## src/rtl/serial_adder_ctrl.sv

```systemverilog
// serial_adder_ctrl
//
// This is a bit-serial adder sequencer. A start pulse captures two WIDTH-bit
// operands. The operands are then pushed LSB-first through a single 1-bit
// full adder cell, one bit per clock, over WIDTH cycles. A carry flip-flop
// closes the loop between cycles. When the last bit has been processed, the
// result is loaded into sum/cout and done pulses for one cycle.
//
// Optional feature (compile-time macro SERIAL_SUB_EN):
//   This macro adds a 'sub' input. When sub=1 on an accepted start, operand B
//   is loaded inverted and the carry is seeded with 1, so the result is
//   a - b mod 2^WIDTH. In that case cout=1 means no borrow (a >= b unsigned).
//
// Parameters:
//   WIDTH  operand/result width in bits (2..32)
//
// Ports:
//   clk    rising-edge clock
//   rst_n  synchronous active-low reset
//   start  operation request, only sampled in IDLE
//   sub    (SERIAL_SUB_EN only) subtract select, captured with the operands
//   a, b   operands, captured on an accepted start
//   busy   high while bits are being processed
//   done   single-cycle pulse, sum/cout hold the new result
//   sum    registered result, holds until the next completion
//   cout   registered carry out of the MSB position
module serial_adder_ctrl #(
  parameter int WIDTH = 8
) (
  input  logic             clk,
  input  logic             rst_n,
  input  logic             start,
`ifdef SERIAL_SUB_EN
  input  logic             sub,
`endif
  input  logic [WIDTH-1:0] a,
  input  logic [WIDTH-1:0] b,
  output logic             busy,
  output logic             done,
  output logic [WIDTH-1:0] sum,
  output logic             cout
);

  // WIDTH >= 2 guarantees at least one counter bit.
  localparam int CW = $clog2(WIDTH);
  localparam logic [CW-1:0] LAST_BIT = CW'(WIDTH - 1);

  typedef enum logic [1:0] {
    IDLE = 2'd0,
    RUN  = 2'd1,
    DONE = 2'd2
  } state_t;

  state_t state, state_next;

  logic [WIDTH-1:0] a_sh, b_sh, r_sh;
  logic [CW-1:0]    cnt;
  logic             carry;

  logic             load, step, last;
  logic             sub_op;
  logic [WIDTH-1:0] b_init;
  logic [1:0]       fa_out;   // {co, s}

  // This is the 1-bit full adder cell. It returns {carry_out, sum}.
  function automatic logic [1:0] full_add(input logic x, input logic y, input logic ci);
    return {(x & y) | (x & ci) | (y & ci), x ^ y ^ ci};
  endfunction

`ifdef SERIAL_SUB_EN
  assign sub_op = sub;
`else
  assign sub_op = 1'b0;
`endif

  // Subtraction is a + ~b + 1. The +1 comes from seeding the carry.
  assign b_init = sub_op ? ~b : b;
  assign fa_out = full_add(a_sh[0], b_sh[0], carry);

  // busy/done decode directly from the state register, so they are
  // glitch-free and mutually exclusive.
  assign busy = (state == RUN);
  assign done = (state == DONE);

  always_comb begin
    state_next = state;
    load       = 1'b0;
    step       = 1'b0;
    last       = 1'b0;
    case (state)
      IDLE: begin
        if (start) begin
          load       = 1'b1;
          state_next = RUN;
        end
      end
      RUN: begin
        step = 1'b1;
        if (cnt == LAST_BIT) begin
          last       = 1'b1;
          state_next = DONE;
        end
      end
      DONE:    state_next = IDLE;
      default: state_next = IDLE;
    endcase
  end

  // ---- control and result registers (reset) ----
  always_ff @(posedge clk) begin
    if (!rst_n) begin
      state <= IDLE;
      carry <= 1'b0;
      cnt   <= '0;
      sum   <= '0;
      cout  <= 1'b0;
    end else begin
      state <= state_next;
      if (load) begin
        carry <= sub_op;
        cnt   <= '0;
      end else if (step) begin
        carry <= fa_out[1];
        cnt   <= cnt + CW'(1);
      end
      if (last) begin
        sum  <= {fa_out[0], r_sh[WIDTH-1:1]};
        cout <= fa_out[1];
      end
    end
  end

  // ---- operand/result shift registers (no reset) ----
  // These registers are only observed through sum after a full RUN pass, so
  // their power-up contents never reach the outputs.
  always_ff @(posedge clk) begin
    if (load) begin
      a_sh <= a;
      b_sh <= b_init;
    end else if (step) begin
      a_sh <= {1'b0, a_sh[WIDTH-1:1]};
      b_sh <= {1'b0, b_sh[WIDTH-1:1]};
      r_sh <= {fa_out[0], r_sh[WIDTH-1:1]};
    end
  end

endmodule
```

## config.mk

```make
export PLATFORM = sky130hd
export DESIGN_NAME = serial_adder_ctrl
export DESIGN_NICKNAME = d
export VERILOG_FILES = /design/src/rtl/serial_adder_ctrl.sv
export SDC_FILE = /design/constraint.sdc
export NUM_CORES = 1
export LEC_CHECK = 0
export ABC_AREA = 1
export BUFFER_PORTS_ARGS = -buffer_cell sky130_fd_sc_hd__buf_4
export CORE_ASPECT_RATIO = 0.9
export CORE_MARGIN = 2
export CORE_UTILIZATION = 30
export CTS_BUF_LIST = sky130_fd_sc_hd__clkbuf_16
export CTS_CLUSTER_SIZE = 10
export DETAILED_ROUTE_END_ITERATION = 12
export PLACE_DENSITY = 0.5
export SYNTH_ARGS = -nofsm -noshare
export SYNTH_HDL_FRONTEND = slang
export SYNTH_SLANG_ARGS = --single-unit
export TNS_END_PERCENT = 1
```

## constraint.sdc

```tcl
create_clock -name clk -period 3.51 [get_ports clk]
set_input_delay 0.351 -clock clk [delete_from_list [all_inputs] [get_ports clk]]
set_output_delay 0.351 -clock clk [all_outputs]
set_load 0.005 [all_outputs]
```

After elaboration in Yosys (flattened, before gate mapping)
Index checks and enable logic that the tools add are counted.

Bits of input ports: 19. Bits in registers: 39. Word-level logic and storage cells: 40. Output and inout bits: 11.

Reduce and logical (&&, ||, !) cells: 5. Equality and inequality tests: 5. $add $sub $neg: 1. Bitwise logic cells: 9. Mux-type cells: 12.

Operators with widths (number): two-way mux 8 bit (4); two-way mux 1 bit (5); two-way mux 2 bit (2); one-hot mux 2 bit (2 select lines) (1); AND reduction 2 bit (2); adder 3 x 1 -> 3 bit, second input constant (1); AND 1 bit (3); == test 3 bit, second input constant (1); == test 2 x 1 -> 1 bit, second input constant (1); == test 2 bit, second input constant (1); zero test 2 bit (1); inequality test 2 x 1 -> 1 bit, second input constant (1); inequality test 2 bit, second input constant (1); NOT 1 bit (2); bitwise OR 1 bit (2); nonzero test 2 bit (1); OR reduction 2 bit (1); XOR 1 bit (2).

Depth between registers and ports, before layout
Word-level depth: 4. Mapped depth: 7. Mapped depth without buffers: 6.

Worst setup path before layout
Ideal clock, no wire load.

Path type: flip-flop to flip-flop. Start: register state[0]. End: register a_sh[0], enable pin. Library setup time: 0.372 ns. Clock period less this slack: 1.581 ns. Buffers on the path: 2. Stages on the path, launching flop included: 6. Arrival time: 1.209 ns. Required time: 3.138 ns. Slack: 1.929 ns. Path through: dfxtp_1 > buf_4 > nor2_4 > nand2_4 > buf_6 > nand2_1.

Longest elaborated chain between the ends: 3. Elaborated cells on any way between the ends: 5. Those cells by class: eq/ne: 1; mux: 2; reduce/logical: 2.

Ends and longest elaborated chain: from (decl) (RTL line 54) `state_t state, state_next;`; from (signal assigned) (RTL line 118) `state <= state_next;`; == test 2 x 1 -> 1 bit / zero test 2 bit (equally long branches) (RTL line 90) `case (state)`; two-way mux 1 bit (RTL line 90); nonzero test 2 bit (no source line) *; to (signal assigned) (RTL line 141) `a_sh <= {1'b0, a_sh[WIDTH-1:1]};`; to (decl) (RTL line 56) `logic [WIDTH-1:0] a_sh, b_sh, r_sh;`.

Every way passes the cells marked *; elsewhere a longest branch is shown, timed or not. A chain may end at the register's enable or synchronous reset.

Final worst setup path
Start: register state[0]. End: output busy.

Longest elaborated chain between the ends: 1.

Ends and longest elaborated chain: == test 2 x 1 -> 1 bit (RTL line 82) `assign busy = (state == RUN);`; to (decl) (RTL line 38) `output logic busy,`.

No other way between the ends.

==> summary.log <==
INFO  status         run_status=complete, no violations
INFO  worst_setup_path path_cells=inv_1, nor2_1, buf_4
INFO  cts            clock_latency_of_the_later_clocked_register_in_the_worst_skew_pair=0.28ns
INFO  die            core_area=5160µm²
INFO  die            die_area=5860µm²
INFO  timing         maxSlewHeadroom=0.491
INFO  power_and_ir_drop ir_drop_worst_vdd=0.199mV
INFO  worst_setup_path standard_cell_with_the_maximum_stage_delay_on_the_critical_path=sky130_fd_sc_hd__nor2_1
INFO  final_layout   final_layout_size_suffix_gt1_frac=0.200
INFO  worst_setup_path critPathLaunchType=flop
INFO  cts            cts_resized=0
INFO  global_routing grt_start_max_net_pins=20
INFO  die            rows=25
INFO  timing         finalCritPeriodShare=0.585
INFO  yosys          post_synth_top_area_cell=sky130_fd_sc_hd__edfxtp_1
INFO  drt            routed_wl=2.79mm
INFO  yosys          ys_top_cells_by_area=sky130_fd_sc_hd__edfxtp_1 (44%), sky130_fd_sc_hd__dfxtp_1 (19%), sky130_fd_sc_hd__nand2_1 (13%), sky130_fd_sc_hd__nand3_1 (5.7%), sky130_fd_sc_hd__nor2_1 (5.0%)
INFO  final_layout   nNetsFinal=216
INFO  final_layout   antenna-diode-count=0
INFO  yosys          ys_seq_elements=38
INFO  yosys          synth.avg_cell_area=9.57µm²
INFO  yosys          synth_sequential_area_ratio=0.628
INFO  timing         finalSetupViolations=0
INFO  global_routing grt.overflow.total=0
INFO  global_routing grt_use_total=0.112
INFO  drt            drt_iter0_drc=59
INFO  timing         timing_worst_slew_pin_value=0.761ns
INFO  worst_setup_path cp_data_arrival_time=1.70ns
INFO  yosys          synth_cell_types=17
INFO  timing         timing.final.crit_period=2.05ns
INFO  yosys          synthesis.nets=187
INFO  worst_setup_path family_of_cells_with_the_greatest_summed_delay_on_the_critical_path=simple AND/OR/NAND/NOR gates
INFO  drt            route.detailed.vias_per_inst=4.24
INFO  timing         drv_slew=0
INFO  yosys          netlist.area_leader.share=0.437
INFO  cts            cts.sink_count=38
INFO  global_routing grt_first_pass_wirelength=4.77mm
INFO  place          routabilityCongestion=0.741
INFO  min_path       worstHoldPathType=primary input to flop
INFO  die            number_of_primary_i_o_pins=30
INFO  drt            firstDrtPassIters=4
INFO  place          dp_hpwl=1.91mm
INFO  cts            clock-root-buffer=sky130_fd_sc_hd__clkbuf_16
INFO  place          portBuffers=29
INFO  drt            routed_wire_length_per_instance=10.7µm
INFO  timing         maxClockFrequency=0.487GHz
INFO  worst_setup_path crit_path_max_incr_delay=0.59ns
INFO  die            die_height=72.8µm
INFO  yosys          netlist_area=1580µm²
INFO  worst_setup_path crit_type=flop to output port
INFO  cts            htreeDepth=2
INFO  power_and_ir_drop cellPowerDensity=522nW/µm²
INFO  final_layout   syn_to_final_growth=24.9%
INFO  drt            detail-route-antenna-nets=0
INFO  timing         rsz0062_at_grt=no
INFO  job            max-cap-violations=0
INFO  timing         hold_violations=0
INFO  yosys          netlist_instances=165
INFO  power_and_ir_drop power_leakage=0.910nW
INFO  global_routing first_global_vias=1031
INFO  cts            cts_tree=built
INFO  worst_setup_path crit_path_max_fanout=10
INFO  worst_setup_path timing.critical_path.to_type=output port
INFO  cts            cts.repair_timing.setup_buffer_count=0
INFO  drt            remaining_design_rule_violation_count=0
INFO  drt            via_count=1112
INFO  cts            max-clock-path-buffers=2
INFO  cts            hold_buffers=0
INFO  cts            cts.clk_slew.worst_paths=0.05ns
INFO  global_routing grt_antenna_before_repair=0
INFO  cts            number_of_buffers_created_by_cts=5
INFO  timing         skew=0.00313ns
INFO  die            floorplan.initialDensity=0.306
INFO  timing         tns=0ns
INFO  worst_setup_path critPathBufInv=2
INFO  power_and_ir_drop totalPowerFinal=1.03mW
INFO  yosys          synth.yosys.warnings=0
INFO  die            die_w=80.5µm
INFO  worst_setup_path critical_path_required=3.16ns
[cell usage after synthesis]
library cell               count
sky130_fd_sc_hd__inv_1        14
sky130_fd_sc_hd__buf_2         1
sky130_fd_sc_hd__inv_2         1
sky130_fd_sc_hd__buf_6         1
sky130_fd_sc_hd__nand2_4       1
sky130_fd_sc_hd__buf_4         3
sky130_fd_sc_hd__dfxtp_1      15
sky130_fd_sc_hd__nor2_4        1
sky130_fd_sc_hd__nand3_1      18
sky130_fd_sc_hd__nand3_4       1
sky130_fd_sc_hd__fa_1          1
sky130_fd_sc_hd__a21oi_1       5
sky130_fd_sc_hd__clkbuf_1      2
sky130_fd_sc_hd__nand2_1      55
sky130_fd_sc_hd__edfxtp_1     23
sky130_fd_sc_hd__ha_1          2
sky130_fd_sc_hd__nor2_1       21
[worst register-to-register path, cell delays in order, from the launching register on]
cell and delay [ns]:
sky130_fd_sc_hd__dfxtp_1 0.41, sky130_fd_sc_hd__nor2_4 0.37, sky130_fd_sc_hd__nand2_4 0.22, sky130_fd_sc_hd__nand2_1 0.56
[kinds of logic (layout without fill, tap and decap cells)]
| group | count (synthesis) | in the layout | synth area share |
|---|---|---|---|
| flops | 38 | 38 | 0.628 |
| fa+ha+maj | 3 | 3 | 0.0285 |
| simple gates | 97 | 97 | 0.263 |
| buf+inv | 22 | 52 | 0.0650 |
| compound gates | 5 | 5 | 0.0158 |
[path summary, 6_finish.rpt]
path | slack (ns) | start | cells after the start | to
setup reg to reg | 1.58 | state[0]$_SDFFE_PN0P_ | 3 | b_sh[4]$_DFFE_PP_
hold reg to reg | 0.45 | r_sh[5]$_DFFE_PP_ | 0 | r_sh[4]$_DFFE_PP_
setup / recovery | 1.46 | state[0]$_SDFFE_PN0P_ | 3 | busy
hold / removal | 0.37 | a[7] | 3 | a_sh[7]$_SDFFCE_PN0P_
[per-stage QoR]
stage / hold slack, ns / util / std cells / cell area [µm²] / worst slack [ns]
global placement: 0.436 / 0.355 / 254 / 1830 / 1.59
floorplan: 0.427 / - / 165 / 1580 / 1.93
detailed placement: 0.437 / 0.355 / 254 / 1830 / 1.53
CTS: 0.363 / 0.382 / 262 / 1970 / 1.42
finish: 0.367 / 0.382 / 262 / 1970 / 1.46
global route: 0.387 / 0.382 / 262 / 1970 / 1.30
[flip-flops by register name (all words and copies together) (netlist names)]
name,cells
carry,1
cout,1
sum,8
b_sh,8
r_sh,7
cnt,3
state,2
a_sh,8
[area by class of cell]
class	instances	area (µm²)
clock inverter	3	12.5
sequential	38	991
inverter	15	56.3
tap	67	83.8
multi-input combinational	105	485
fill	528	3190
clock buffer	5	125
timing repair buffer	29	218
[cell usage in the layout (no fill, tap or decap), types with 2 or more instances in the layout]
cell type | synthesis | final
sky130_fd_sc_hd__clkbuf_16 | 0 | 5
sky130_fd_sc_hd__edfxtp_1 | 23 | 23
sky130_fd_sc_hd__inv_1 | 14 | 15
sky130_fd_sc_hd__buf_4 | 3 | 29
sky130_fd_sc_hd__ha_1 | 2 | 2
sky130_fd_sc_hd__a21oi_1 | 5 | 5
sky130_fd_sc_hd__nand3_1 | 18 | 18
sky130_fd_sc_hd__nor2_1 | 21 | 21
sky130_fd_sc_hd__dfxtp_1 | 15 | 15
sky130_fd_sc_hd__nand2_1 | 55 | 55
[layer usage]
layer	global-route usage	vias up	part of all wire
li1	-	581	-
met1	0.147	485	0.48
met2	0.155	38	0.42
met3	0.0396	8	0.077
met4	0.0734	0	0.028
met5	0	-	0
[power breakdown]
group | internal [mW] | switching, mW
clock network | 0.256 | 0.164
registers | 0.518 | 0.0138
logic | 0.0314 | 0.0465
Note: power is estimated with default switching activity, not from simulation.
